### config.mk
export PLATFORM = sky130hd
export DESIGN_NAME = sudoku_mem_arbiter
export DESIGN_NICKNAME = d
export VERILOG_FILES = /design/src/rtl/sudoku_pkg.sv /design/src/rtl/sudoku_arb_pick.sv /design/src/rtl/sudoku_mem_arbiter.sv
export SDC_FILE = /design/constraint.sdc
export NUM_CORES = 1
export LEC_CHECK = 0
export CAP_MARGIN = 20
export CORE_ASPECT_RATIO = 0.6
export CORE_MARGIN = 5
export CORE_UTILIZATION = 45
export DETAILED_ROUTE_END_ITERATION = 10
export GPL_TIMING_DRIVEN = 0
export PLACE_DENSITY = 0.84
export SYNTH_ARGS = -nofsm -noshare
export SYNTH_HDL_FRONTEND = slang
export SYNTH_HIERARCHICAL = 1
export SYNTH_SLANG_ARGS = --single-unit
### constraint.sdc
create_clock -name clk -period 4.04 [get_ports clk]
set_clock_uncertainty 0.2 [all_clocks]
set_input_delay 0.404 -clock clk [delete_from_list [all_inputs] [get_ports clk]]
set_output_delay 0.404 -clock clk [all_outputs]
set_load 0.1 [all_outputs]
### src/rtl/sudoku_pkg.sv
// Shared constants, requester indices and arbiter types for the sudoku board
// memory subsystem.
package sudoku_pkg;
  localparam int NUM_REQ       = 3;
  localparam int ADDR_W        = 7;
  localparam int DATA_W        = 4;
  localparam int NUM_CELLS     = 81;
  localparam int DISP_MAX_WAIT = 15;
  localparam int WAIT_W        = $clog2(DISP_MAX_WAIT + 1);

  localparam int REQ_LD = 0;
  localparam int REQ_SV = 1;
  localparam int REQ_DP = 2;

  typedef enum logic [1:0] {
    ST_IDLE   = 2'd0,
    ST_ACCESS = 2'd1,
    ST_RESP   = 2'd2
  } arb_state_e;

  typedef struct packed {
    logic              we;
    logic [ADDR_W-1:0] addr;
    logic [DATA_W-1:0] wdata;
  } mem_req_t;
endpackage

### src/rtl/sudoku_arb_pick.sv
// Combinational winner selection: loader first, then an aged display, then
// round-robin between solver and display.
module sudoku_arb_pick
  import sudoku_pkg::*;
(
  input  logic [NUM_REQ-1:0] eligible,
  input  logic [1:0]         rr_last,
  input  logic               disp_aged,
  output logic [NUM_REQ-1:0] winner
);

  always_comb begin
    winner = '0;
    if (eligible[REQ_LD]) begin
      winner[REQ_LD] = 1'b1;
    end else if (eligible[REQ_DP] && disp_aged) begin
      winner[REQ_DP] = 1'b1;
    end else if (eligible[REQ_SV] && eligible[REQ_DP]) begin
      if (rr_last == 2'(REQ_DP)) winner[REQ_SV] = 1'b1;
      else                       winner[REQ_DP] = 1'b1;
    end else if (eligible[REQ_SV]) begin
      winner[REQ_SV] = 1'b1;
    end else if (eligible[REQ_DP]) begin
      winner[REQ_DP] = 1'b1;
    end
  end

endmodule

### src/rtl/sudoku_mem_arbiter.sv
// Three-master arbiter for the 81-cell board RAM: one access per grant,
// read data returned two cycles after the grant pulse.
module sudoku_mem_arbiter
  import sudoku_pkg::*;
(
  input  logic                      clk,
  input  logic                      rst,
  input  logic                      load_mode,
  input  logic [NUM_REQ-1:0]        req,
  input  logic [NUM_REQ-1:0]        we,
  input  logic [NUM_REQ*ADDR_W-1:0] addr,
  input  logic [NUM_REQ*DATA_W-1:0] wdata,
  output logic [NUM_REQ-1:0]        gnt,
  output logic [NUM_REQ-1:0]        rvalid,
  output logic [DATA_W-1:0]         rdata,
  output logic                      err,
  output logic                      busy,
  output logic                      mem_read_en,
  output logic                      mem_write_en,
  output logic [ADDR_W-1:0]         mem_cell_index,
  output logic [DATA_W-1:0]         mem_data_in,
  input  logic [DATA_W-1:0]         mem_data_out
);

  arb_state_e          state, state_n;
  mem_req_t            reqs [NUM_REQ];
  mem_req_t            sel;
  logic [NUM_REQ-1:0]  eligible, winner, win_q;
  logic                wr_q, err_q, oor, disp_aged;
  logic [1:0]          rr_last;
  logic [WAIT_W-1:0]   disp_wait;

  // Display is read-only, so its write enable is tied off here.
  for (genvar i = 0; i < NUM_REQ; i++) begin : g_req
    assign reqs[i] = {(i == REQ_DP) ? 1'b0 : we[i],
                      addr[i*ADDR_W +: ADDR_W],
                      wdata[i*DATA_W +: DATA_W]};
  end

  assign eligible  = req & (load_mode ? NUM_REQ'(1) : {NUM_REQ{1'b1}});
  assign disp_aged = (disp_wait == WAIT_W'(DISP_MAX_WAIT));

  sudoku_arb_pick u_pick (
    .eligible  (eligible),
    .rr_last   (rr_last),
    .disp_aged (disp_aged),
    .winner    (winner)
  );

  always_comb begin
    sel = '0;
    for (int i = 0; i < NUM_REQ; i++)
      if (winner[i]) sel = reqs[i];
  end

  assign oor = (sel.addr >= ADDR_W'(NUM_CELLS));

  always_comb begin
    state_n = state;
    case (state)
      ST_IDLE:   if (|winner) state_n = ST_ACCESS;
      ST_ACCESS: state_n = wr_q ? ST_IDLE : ST_RESP;
      ST_RESP:   state_n = ST_IDLE;
      default:   state_n = ST_IDLE;
    endcase
  end

  always_ff @(posedge clk) begin
    if (rst) state <= ST_IDLE;
    else     state <= state_n;
  end

  always_ff @(posedge clk) begin
    if (rst) begin
      gnt            <= '0;
      rvalid         <= '0;
      rdata          <= '0;
      err            <= 1'b0;
      busy           <= 1'b0;
      mem_read_en    <= 1'b0;
      mem_write_en   <= 1'b0;
      mem_cell_index <= '0;
      mem_data_in    <= '0;
      win_q          <= '0;
      wr_q           <= 1'b0;
      err_q          <= 1'b0;
      rr_last        <= 2'(REQ_DP);
    end else begin
      gnt          <= '0;
      rvalid       <= '0;
      err          <= 1'b0;
      mem_read_en  <= 1'b0;
      mem_write_en <= 1'b0;
      busy         <= (state_n != ST_IDLE);
      case (state)
        ST_IDLE: if (|winner) begin
          gnt            <= winner;
          win_q          <= winner;
          err            <= oor;
          err_q          <= oor;
          wr_q           <= sel.we;
          mem_cell_index <= sel.addr;
          mem_data_in    <= sel.wdata;
          mem_write_en   <= sel.we & ~oor;
          mem_read_en    <= ~sel.we & ~oor;
        end
        ST_ACCESS: begin
          if (win_q[REQ_SV])      rr_last <= 2'(REQ_SV);
          else if (win_q[REQ_DP]) rr_last <= 2'(REQ_DP);
        end
        ST_RESP: begin
          rvalid <= win_q;
          rdata  <= err_q ? '0 : mem_data_out;
        end
        default: ;
      endcase
    end
  end

  // Aging only runs outside load mode so a long load does not promote display.
  always_ff @(posedge clk) begin
    if (rst) begin
      disp_wait <= '0;
    end else if (!load_mode) begin
      if (gnt[REQ_DP] || !req[REQ_DP]) disp_wait <= '0;
      else if (!disp_aged)             disp_wait <= disp_wait + 1'b1;
    end
  end

endmodule
# == After elaboration in Yosys (flattened, before gate mapping) ==
# Index checks and enable logic that the tools add are counted.
# classes
add_sub_neg,1
magnitude_cmp,1
eq_ne,5
mux,22
n_bitwise,9
n_reduce_logical,13
# ops
cell,n
12-bit 2-to-1 mux,3
2-bit 2-to-1 mux,6
4-bit 2-to-1 mux,3
1-bit 2-to-1 mux,8
7-bit >= comparator (second input constant),1
1-bit NOT,6
2-bit AND reduction,3
3-bit OR reduction,2
4-bit by 1-bit adder with 4-bit output (second input constant),1
2-bit == test (second input constant),2
4-bit == test (second input constant),1
2-bit case mux with 2 select lines,1
2-bit nonzero test,2
3-bit AND,1
3-bit 2-to-1 mux,1
1-bit AND,2
2-bit by 1-bit == test with 1-bit output (second input constant),1
1-bit logical AND,2
2-bit logical NOT,1
2-bit != test (second input constant),1
2-bit OR reduction,1
1-bit logical NOT,1
1-bit logical OR,1
# word_totals
ff_bits,38
input_bits,46
output_inout_bits,25
word_cells,66

# == Logic depth before layout (Yosys ltp) ==
# Gate-level depths: netlist of run 1.
# depth
ltp_word,12
depth_mapped,12

# == By module ==
# The synthesis of run 1 kept the hierarchy.
# modules_own_cells
module,instances,cells_each,area_per_inst_um2,seq_area_each_um2
sudoku_mem_arbiter,1,188,1640.3,760.7
sudoku_arb_pick,1,6,46.3,0.0

# == Worst setup path before layout of run 1 ==
# Ideal clock, no wire load.
# synth_timing
path_type,register to register
from,reg disp_wait[0]
to,reg mem_write_en
setup_ns,0.115
arrival_ns,2.292
setup_slack_ns,1.433
stages_incl_launch_ff,13
path_buffers,2
synth_period_minus_slack_ns,2.607
cell_sequence,dfxtp_1 > ha_1 > nand3_1 > inv_1 > or3b_1 > a211oi_2 > buf_4 > buf_4 > a21oi_1 > o2bb2ai_1 > a41oi_2 > o21ai_2 > and3_1
# synth_between
elab_chain_cells,9
# synth_rtl
item,line_no,source
"start, declared",sudoku_mem_arbiter.sv:31,logic [WAIT_W-1:0] disp_wait;
"start signal, assigned",sudoku_mem_arbiter.sv:126,else if (!disp_aged) disp_wait <= disp_wait + 1'b1;
4-bit == test *,sudoku_mem_arbiter.sv:41,assign disp_aged = (disp_wait == WAIT_W'(DISP_MAX_WAIT));
net disp_aged,sudoku_mem_arbiter.sv:29,"logic wr_q, err_q, oor, disp_aged;"
1-bit logical AND *,sudoku_arb_pick.sv:16,end else if (eligible[REQ_DP] && disp_aged) begin
1-bit 2-to-1 mux *,sudoku_arb_pick.sv:16,
2-bit 2-to-1 mux *,sudoku_arb_pick.sv:14,if (eligible[REQ_LD]) begin
net winner[1],sudoku_mem_arbiter.sv:28,"logic [NUM_REQ-1:0] eligible, winner, win_q;"
12-bit 2-to-1 mux (2 in series),sudoku_mem_arbiter.sv:53,if (winner[i]) sel = reqs[i];
7-bit >= comparator,sudoku_mem_arbiter.sv:56,assign oor = (sel.addr >= ADDR_W'(NUM_CELLS));
1-bit NOT,sudoku_mem_arbiter.sv:104,mem_write_en <= sel.we & ~oor;
1-bit AND,sudoku_mem_arbiter.sv:104,
"end signal, assigned",sudoku_mem_arbiter.sv:104,
"end, declared",sudoku_mem_arbiter.sv:19,"output logic mem_write_en,"
# The timed path passes the listed nets; every way through them passes the cells marked *.
# A chain may end at the register's enable or synchronous reset.

# == Worst setup path in the final report of run 1 ==
# layout_timing
from,reg disp_wait[0]
to,reg mem_read_en
# layout_between
elab_chain_cells,9
# layout_rtl
item,line_no,source
4-bit == test *,sudoku_mem_arbiter.sv:41,
net disp_aged,sudoku_mem_arbiter.sv:29,
1-bit logical AND *,sudoku_arb_pick.sv:16,
1-bit 2-to-1 mux *,sudoku_arb_pick.sv:16,
2-bit 2-to-1 mux *,sudoku_arb_pick.sv:14,
net winner[1],sudoku_mem_arbiter.sv:28,
12-bit 2-to-1 mux (2 in series),sudoku_mem_arbiter.sv:53,
7-bit >= comparator,sudoku_mem_arbiter.sv:56,
1-bit NOT,sudoku_mem_arbiter.sv:105,mem_read_en <= ~sel.we & ~oor;
1-bit AND,sudoku_mem_arbiter.sv:105,
"end signal, assigned",sudoku_mem_arbiter.sv:105,
"end, declared",sudoku_mem_arbiter.sv:18,"output logic mem_read_en,"
# Marks and branches as above.

==> results.txt, run 1 <==
----------------------------------------------------
[Floorplan]
  Die boundary width ... 89.0 um
  Row cnt ... 17
  Die area ... 5110 sq um
  Effective utilization at floorplan ... 46.4%
  Total I/O pin count ... 71
  Height of the chip ... 57.4 um
  Placeable Area ... 3640 sq um

[Clocking]
  CTS H-Tree Depth ... 2
  Worst-case clock buffer depth ... 2
  Clock buffer count from CTS ... 5
  CTS root buf ... clkbuf_8
  Post-CTS setup buffer count ... 0
  Number of buffers added to fix hold violations after cts ... 0
  TritonCTS clock tree ... yes
  Clock-pin transition on the worst setup and hold timing paths ... 70 ps
  CTS sink cnt ... 38
  Clock latency of the later-clocked register in the worst-skew pair ... 290 ps
  Resize count post-CTS ... 0

[Worst hold path]
  Worst hold path cell count ... 1
  Hold endpoint ... state[1]$_SDFF_PP0_
  Type of the tightest min-delay check ... register to register
  Hold path startpoint ... wr_q$_SDFFE_PP0P_

[Synth]
  Proportion of netlist area held by the largest area contributor ... 45.1%
  Dominant cell type by area after synthesis ... dfxtp_1
  Sequential fraction of the synthesis area ... 45.1%
  Fraction of registers with async set/reset ... 0%
  Number of distinct library cells after synthesis ... 38
  Post-synthesis net count ... 241
  Count of yosys warnings during synthesis ... 6
  Mean instance size in the synthesized netlist ... 8.69 sq um
  Most numerous cell in the Yosys netlist ... dfxtp_1
  Leading cell types by total area after synthesis ... dfxtp_1 45%, a21oi_1 8.3%, nor2_1 5.1%, nand2_1 4.5%, nor3b_1 3.6%
  Post-synthesis instance total ... 194
  Count of flip-flops with a built-in enable after synthesis ... 0
  Post-synthesis instance area ... 1690 sq um
  Commonest cells post-synth ... 38 x dfxtp_1, 28 x a21oi_1, 23 x nor2_1, 20 x nand2_1, 8 x nor3b_1
  Synthesis-stage register bit count ... 38
  Most used DFF post-synth ... dfxtp_1

[Timing]
  Ratio of final minimum period to clock period ... 74.5%
  Max Transition Viols Final ... 0
  Setup TNS ... 0 ps
  Clock period minus worst slack ... 3010 ps
  Number of endpoints failing setup at the final stage ... 0
  Tightest Pin Transition ... 1020 ps
  Slew Limit Headroom ... 31.9%
  Max frequency ... 332 MHz
  Number of endpoints with negative hold slack in the final report ... 0
  Worst setup slack after layout ... 1030 ps
  RSZ-0062 raised after global routing ... false

[Critical path]
  End of the worst register-to-register path ... mem_read_en$_SDFF_PP0_
  Critical path peak fanout ... 10
  Required time reported for the critical path endpoint ... 4010 ps
  Type of destination of the critical path ... register
  Crit Reg-Reg Startpoint ... disp_wait[0]$_SDFFE_PP0P_
  Arrival @ worst endpoint ... 2980 ps
  Critical path class ... register to register
  Setup slack of the most critical reg-to-reg path ... 1030 ps
  Critical Path Source Type ... register
  Number of cells on the worst reg-to-reg path ... 12

[Final layout]
  Share of layout cells above drive strength 1 ... 9.96%
  Total number of nets in the final design ... 317
  Synthesis-to-finish area growth ... 52.9%
  Core Util, Final ... 70.9%
  Number of antenna cells inserted ... 0

[Global routing]
  Global-route wire length before repair ... 7760 um
  Leftover overflow at the end of global routing ... 0
  Tot GR Track Use ... 19.5%
  Initial antenna violation count ... 0
  Number of global-route vias before repair ... 1,689
  Largest net degree at the start of global routing ... 13

[Drt]
  Vias per cell ... 5.23
  Total DRC errors in the routed layout ... 0
  DRC marker count from the first detailed-route iteration ... 67
  Vias post-DR ... 1,662
  Post-route ant nets ... 0
  Total routed wirelength ... 4680 um
  1st-pass router iterations ... 4
  Average wire per cell in the routed design ... 14.7 um

[Run status]
  Run status ... finished clean

[Placed design]
  GP Congestion ... 0.762
  Setup slack at placement ... 1070 ps
  Half-perimeter wire length of the detailed placement result ... 3660 um
  PortBufs ... 69

[Power and ir drop]
  Total power of the final layout ... 1070 uW
  Areal power density over the cells ... 414 nW/um^2
  Worst VDD drop ... 0.212 mV
  Leakage power total ... 0.000969 uW

[Run]
  Number of max-cap violations ... 0

----------------------------------------------------
cell usage in the layout, fill, tap and decap left out, drive strengths merged, types with 3 or more instances in the layout:
master	n
a211oi	3
a21oi	28
a221o	4
a22oi	4
buf	9
clkbuf	10
clkdlybuf4s50	69
dfxtp	38
inv	7
nand2	20
nand2b	5
nand3b	5
nor2	23
nor2b	4
nor3	4
nor3b	9
o211ai	4
o21ai	4
o2bb2ai	5
through the flow:
stage	instance area, sq um	hold WS (ps)	cells
2_1_floorplan	1690	202	194
3_3_place_gp	2440	226	310
3_5_place_dp	2440	235	310
4_1_cts	2580	244	318
5_1_grt	2580	262	318
6_report	2580	252	318
area by class of cell:
class	count	area, sq um
fillers	293	1060
multi-input cells	136	830
flip-flops and latches	38	761
repair buffers	69	691
clock buffers	6	82.6
plain buffers	13	70.1
clock inverters	2	60.1
well taps	47	58.8
inverters	7	26.3
critical path, stage by stage (launching register included):
cell and delay, ps:
dfxtp_1 340, ha_1 240, nand3_1 120, inv_1 60
or3b_1 390, a211oi_2 380, buf_4 230, buf_4 180
a21oi_1 80, o2bb2ai_1 170, a41oi_2 240, o21ai_2 100
nor3b_2 160
routing by layer:
layer  track usage (%)  wire length [um]  vias to the layer above
met2              29.6              2050                       54
met3              8.51               529                        4
li1                  -                 -                      827
met4              4.46                30                        0
met1              25.8              2070                      777
met5                 0                 0                        -
where the power goes:
part / total (uW) / switching [uW] / leakage (uW) / internal (uW)
Combinational: 267 / 170 / 0.000588 / 97.3
Sequential: 403 / 10.6 / 0.000309 / 393
Clock: 397 / 134 / 0.0000714 / 263
logic make-up (layout without fill, tap and decap cells):
kind of cell	Yosys count	count (layout)	share of synthesized area (%)
AOI/OAI and AO/OA	57	57	23.3
adders and majority gates	1	1	0.742
buffers and inverters	20	97	5.71
DFF	38	38	45.1
muxes	1	1	0.593
and+or+nand+nor	77	77	24.6
worst max path at each step:
stage                                    to  cells after the start                 startpoint
floorplan           mem_write_en$_SDFF_PP0_                     12  disp_wait[0]$_SDFFE_PP0P_
global placement     mem_read_en$_SDFF_PP0_                     12  disp_wait[0]$_SDFFE_PP0P_
detailed placement   mem_read_en$_SDFF_PP0_                     12  disp_wait[0]$_SDFFE_PP0P_
CTS                  mem_read_en$_SDFF_PP0_                     12  disp_wait[0]$_SDFFE_PP0P_
global route         mem_read_en$_SDFF_PP0_                     12  disp_wait[0]$_SDFFE_PP0P_
finish               mem_read_en$_SDFF_PP0_                     12  disp_wait[0]$_SDFFE_PP0P_
state kept, by name, indices dropped and copies added, names as in the netlist:
name            flops
err_q               1
busy                1
err                 1
win_q               3
mem_data_in         4
rdata               4
mem_read_en         1
mem_cell_index      7
state               2
disp_wait           4
wr_q                1
rr_last             2
gnt                 3
rvalid              3
mem_write_en        1
Note: power is estimated with default switching activity, not from simulation.
==> run 2: changes to the inputs <==
Settings changed: CORE_UTILIZATION 45 to 38, PLACE_DENSITY 0.84 to 0.76.
Clock period 4.04 ns to 2.5 ns, I/O delays scaled along.
==> results.txt, run 2 (synthesis results as in run 1) <==
----------------------------------------------------
[Drt]
  Post-route ant nets ... 0
  Average wire per cell in the routed design ... 16.0 um
  Total DRC errors in the routed layout ... 0
  DRC marker count from the first detailed-route iteration ... 83
  Total routed wirelength ... 5610 um
  1st-pass router iterations ... 4
  Vias post-DR ... 1,809
  Vias per cell ... 5.15

[Placed design]
  Setup slack at placement ... -303 ps
  PortBufs ... 69
  Half-perimeter wire length of the detailed placement result ... 3670 um
  Area post-placement ... 2460 sq um
  GP Congestion ... 0.751

[Global routing]
  Tot GR Track Use ... 19.0%
  Largest net degree at the start of global routing ... 12
  Global-route wire length before repair ... 8360 um
  Leftover overflow at the end of global routing ... 0
  Initial antenna violation count ... 0
  Number of global-route vias before repair ... 1,798

[Clocking]
  Clock-pin transition on the worst setup and hold timing paths ... 70 ps
  CTS sink cnt ... 38
  TritonCTS clock tree ... yes
  Clock latency of the later-clocked register in the worst-skew pair ... 290 ps
  Worst-case clock buffer depth ... 2
  CTS H-Tree Depth ... 2
  Clock buffer count from CTS ... 5
  CTS root buf ... clkbuf_8
  Number of buffers added to fix hold violations after cts ... 0

[Floorplan]
  Die area ... 5910 sq um
  Die boundary width ... 96.0 um
  Placeable Area ... 4190 sq um
  Total I/O pin count ... 71
  Effective utilization at floorplan ... 40.3%
  Height of the chip ... 61.6 um
  Row cnt ... 18

[Power and ir drop]
  Leakage power total ... 0.00108 uW
  Worst VDD drop ... 0.270 mV
  Internal power summed over all cells ... 1070 uW
  Proportion of power drawn by combinational gates ... 32.3%
  Areal power density over the cells ... 551 nW/um^2
  Net switching power of the design ... 547 uW
  Part of the power in registers ... 40.6%
  Clock power share ... 27.1%
  Switching Fraction ... 33.9%

[Final layout]
  Commonest cells after routing, fill and taps aside ... 69 x clkdlybuf4s50_1, 36 x dfxtp_1, 21 x nor2_1, 19 x a21oi_1, 18 x buf_4
  Synthesis-to-finish area growth ... 73.7%
  Total number of nets in the final design ... 337
  Share of layout cells above drive strength 1 ... 27.8%
  Register containing the most flip-flops in the final layout ... mem_cell_index
  Commonest non-fill, non-tap cell in the layout ... clkdlybuf4s50_1
  Count of filler cells inserted in the layout ... 325
  Area used by sequential logic in the layout ... 766 sq um
  Total area of multi-input combinational cells ... 987 sq um
  Number of antenna cells inserted ... 0
  Number of flip-flops under the largest register name ... 7
  Post-Layout Inst Area ... 2930 sq um

[Timing]
  Number of endpoints with negative hold slack in the final report ... 0
  RSZ-0062 raised after global routing ... true
  Clock period minus worst slack ... 2690 ps
  Worst setup slack after layout ... -186 ps
  Worst hold slack ... 263 ps
  Tightest Pin Transition ... 1010 ps
  Max frequency ... 372 MHz
  Number of endpoints failing setup at the final stage ... 18
  Ratio of final minimum period to clock period ... 107%
  Max Transition Viols Final ... 0
  Slew Limit Headroom ... 32.7%

[Run status]
  Run status ... finished with violations
  Violations in the final reports ... negative setup slack

[Critical path]
  Type of destination of the critical path ... register
  Required time reported for the critical path endpoint ... 2520 ps
  Critical path peak fanout ... 5
  Arrival @ worst endpoint ... 2700 ps
  Critical path class ... register to register
  Critical Path Source Type ... register

[Worst hold path]
  Type of the tightest min-delay check ... register to register

[Run]
  Number of max-cap violations ... 0

----------------------------------------------------
run 2: cell types whose count changed in the layout (fill, tap and decap cells not counted), sizes merged:
| cell | change |
|---|---|
| clkinv | +1 |
| bufinv | -2 |
| clkbuf | +2 |
| buf | +19 |
run 2: worst paths after layout:
kind | from | to | slack, ps | depth (start not counted)
worst max register to register | disp_wait[0]$_SDFFE_PP0P_ | mem_read_en$_SDFF_PP0_ | -190 | 12
worst max-delay path | disp_wait[0]$_SDFFE_PP0P_ | mem_read_en$_SDFF_PP0_ | -190 | 12
worst min-delay path | win_q[0]$_SDFFE_PP0P_ | win_q[0]$_SDFFE_PP0P_ | 260 | 2
worst min register to register | win_q[0]$_SDFFE_PP0P_ | win_q[0]$_SDFFE_PP0P_ | 260 | 2
run 2: through the flow:
| step | util [%] | TNS (ps) | cells | power, uW |
|---|---|---|---|---|
| 3_3_place_gp | 58.8 | -1870 | 323 | 1090 |
| 3_5_place_dp | 58.8 | -2270 | 323 | 1100 |
| 6_report | 70.0 | -1290 | 351 | 1610 |
| 4_1_cts | 66.0 | -1290 | 341 | 1590 |
| 5_1_grt | 70.0 | -2480 | 351 | 1670 |
| 2_1_floorplan | - | 0 | 194 | 948 |
run 2: routing by layer:
layer / global-route usage, % / part of all wire [%]
met1: 23.8 / 44
met5: 0 / 0
met3: 7.08 / 9.1
met2: 30.0 / 45
met4: 7.49 / 1.7
run 2: area by class of cell:
type                       instances  share of cell area (%)
buffer                            12                    3.33
clock buffer                       7                    2.95
clock inverter                     1                   0.171
inverter                           7                   0.897
multi-input combinational        136                    33.7
sequential                        38                    26.1
tap                               60                    2.56
timing repair buffer              90                    30.3
run 2: critical path: stages, from the launching register on:
cell	delay (ps)
dfxtp_4	360
ha_4	160
nand3_4	60
inv_2	40
or3b_4	410
a211oi_4	220
buf_6	160
buf_6	120
nand3b_1	130
o2bb2ai_2	150
a41oi_2	180
o21ai_2	230
nor3b_2	190
run 2: timing repair:
item / 4_1_cts / 5_1_grt
gates resized for setup: 37 / 20
endpoints found under the setup margin: 22 / 21
buffers inserted: 8 / 11
cloned: 3 / 0
pin swaps: 14 / 15
run 2: power by group through the flow:
stage               Combinational [uW]  Clock, uW  Sequential, uW
finish                             521        438             656
detailed placement                 433          0             665
global route                       547        466             658
CTS                                488        445             655
floorplan                          129          0             819
global placement                   430          0             665
==> run 3: changes to the inputs <==
Settings changed: TNS_END_PERCENT set to 100.
==> results of run 3 <==
Final layout, timing and power as in run 2 (identical DEF).
==> RTL edit (settings of run 2) <==
Re-encode `arb_state_e` (3 states) as one-hot, 3 bits wide.
--- a/src/rtl/sudoku_pkg.sv
+++ b/src/rtl/sudoku_pkg.sv
@@ -12,10 +12,10 @@
   localparam int REQ_SV = 1;
   localparam int REQ_DP = 2;
 
-  typedef enum logic [1:0] {
-    ST_IDLE   = 2'd0,
-    ST_ACCESS = 2'd1,
-    ST_RESP   = 2'd2
+  typedef enum logic [2:0] {
+    ST_IDLE   = 3'b001,
+    ST_ACCESS = 3'b010,
+    ST_RESP   = 3'b100
   } arb_state_e;
 
   typedef struct packed {
Behaviour: no difference found for any inputs over 10 cycles, from zero or initial values and one cycle with rst high; not proved beyond that.
==> RTL edit against run 2 <==
  * The flow still finishes with violations (setup timing)
  * Sequential share of layout area up 1.5 points
  * Sequential cell count up 1
  * Critical path type unchanged
  * Largest cell class unchanged
  * Design area shrank 3.2%
  * Highest routed layer unchanged
  * Wire length is 10% lower
  * Clock power down 9.1%
  * Synthesized area grew 8.2%
  * Final cell count fell by 3.1%
  * Largest power group unchanged
  * Worst setup slack improved by 0.088 ns
  * Non-clock buffer count fell by 12
  * Power shrank 3.6%
==> RTL edit: results (changes against run 2) <==
| Metric | Value |
|---|---|
| Status | finished with violations |
| Violated checks | setup timing |
| Asr flop ratio synth | 0 (unchanged) |
| Drt pass-1 iters | 4 (unchanged) |
| Initial DRC count | 60 (-28%) |
| Final HPWL DP | 3.73 mm (+1.7%) |
| Drt via density | 4.99 (-3.2%) |
| Worst-path fanout max | 8 (+3) |
| IO Port Bufs | 68 (-1.4%) |
| Clk Latency, worst-skew pair | 0.28 ns |
| Syn_nets | 239 (-0.83%) |
| CTS Root Cell | clkbuf_8 |
| Least-Margin Pin Slew | 1.00 ns (-0.00317 ns) |
| VDD IR-drop max | 0.000250 V (-7.3%) |
| Max Buffers Root-to-Sink | 2 (unchanged) |
| Synth Instances | 192 (-1.0%) |
| Vias in the first global route | 1764 (-1.9%) |
| Total Routing Usage GR | 0.165 (-0.0253) |
| Layout Nets | 323 (-4.2%) |
| Cell Count, Final, Fillers Out | 340 (-3.1%) |
| Pin count of the biggest net entering global routing | 12 (unchanged) |
| Worst-path clk slew | 0.07 ns (about the same) |
| CTS H-tree depth | 2 (unchanged) |
| Place WS | -0.307 ns (-0.00401 ns) |
| Total CTS buffers | 5 (unchanged) |
| Seq/Total Area, Yosys | 0.428 (-0.0231) |
| Max reg flops | 7 (unchanged) |
| Synth area leaders | dfxtp_1 (43%), a21oi_2 (5.3%), nor2_1 (4.5%), a21oi_1 (4.1%), nand2_1 (2.9%) |
| Largest Register | mem_cell_index |
| Final worst slack | -0.0979 ns (+0.0883 ns) |
| HP Class | input port to register |
| Per-cell routed wire length | 14.8 um (-7.5%) |
| First-pass GRT wire length | 8.24 mm (-1.5%) |
| Final Setup Violations | 4 (-14) |
| N_diodes | 0 (unchanged) |
| Synth unique cells | 45 (+18%) |
| Fill count | 380 (+17%) |
| Top post-synthesis cells by count | dfxtp_1 (39), nor2_1 (22), a21oi_1 (15) |
| Static leakage | 1.04 nW (-3.5%) |
| Crit path DAT | 2.63 ns (-0.07 ns) |
| Synth Warn # | 6 (unchanged) |
| Layout cell share with drive strength beyond 1 | 0.264 (-0.0148) |
| Cell Count Post-Placement | 323 (unchanged) |
| Routability cong. | 0.779 (+3.7%) |
RTL edit: repair_timing:
item	4_1_cts	5_1_grt
gates resized for setup	15	4
hold endpoints to repair	0	0
setup endpoints to repair	22	14
buffers inserted	7	3
pin swaps	7	6
hold buffers	0	0
RTL edit: stage by stage:
stage          power (W)  setup TNS, ns  area (um2)
2_1_floorplan   0.000997              0        1830
3_3_place_gp     0.00114          -1.41        2590
3_5_place_dp     0.00115          -1.87        2590
4_1_cts          0.00156         -0.498        2810
5_1_grt          0.00164         -0.839        2840
6_report         0.00156         -0.309        2840
RTL edit: final timing paths:
check	start	endpoint	slack, ns	cells after the start
max	disp_wait[1]	mem_read_en	-0.1	12
max reg2reg	disp_wait[1]	mem_read_en	-0.1	12
min	rst	disp_wait[3]	0.25	2
min reg2reg	mem_data_in[2]	mem_data_in[2]	0.27	2
RTL edit: per-layer routing:
metal | routed length, um | up-vias | global-route usage
li1 | - | 845 | -
met1 | 2370 | 777 | 0.210
met5 | 0 | - | 0
met3 | 452 | 6 | 0.0706
met2 | 2160 | 68 | 0.254
met4 | 46 | 0 | 0.0426
RTL edit: cells by family (layout without fill, tap and decap cells):
family                     Yosys count  after routing  share of synthesized area
AOI/OAI and AO/OA                   59             59                      0.265
buffers and inverters               20            105                     0.0809
and+or+nand+nor                     72             72                      0.213
adders and majority gates            1              1                    0.00686
muxes                                1              1                    0.00549
DFF                                 39             39                      0.428
RTL edit: power breakdown:
part / internal, W / leakage [nW] / switching [W]
sequential: 0.000651 / 0.318 / 0.0000197
clock: 0.000196 / 0.0422 / 0.000203
combinational: 0.000191 / 0.681 / 0.000296
total: 0.00104 / 1.04 / 0.000518
RTL edit: cell type report:
type | instances | area (um2) | share of cell area
multi-input cells | 133 | 978 | 0.345
flip-flops and latches | 39 | 783 | 0.276
repair buffers | 77 | 761 | 0.268
clock buffers | 7 | 76.3 | 0.0269
plain buffers | 13 | 129 | 0.0454
inverters | 7 | 26.3 | 0.00926
well taps | 63 | 78.8 | 0.0278
clock inverters | 1 | 5.00 | 0.00176
RTL edit: worst max-delay path, cell delays in order (launching register included):
cell and delay (ns):
dfxtp_2 0.34, ha_4 0.17, nand3_4 0.06, inv_2 0.04, or3b_4 0.39, a211oi_4 0.28, buf_6 0.16, buf_12 0.11
nand3b_1 0.11, o2bb2ai_2 0.14, a41oi_2 0.16, o21ai_2 0.19, and3b_1 0.18
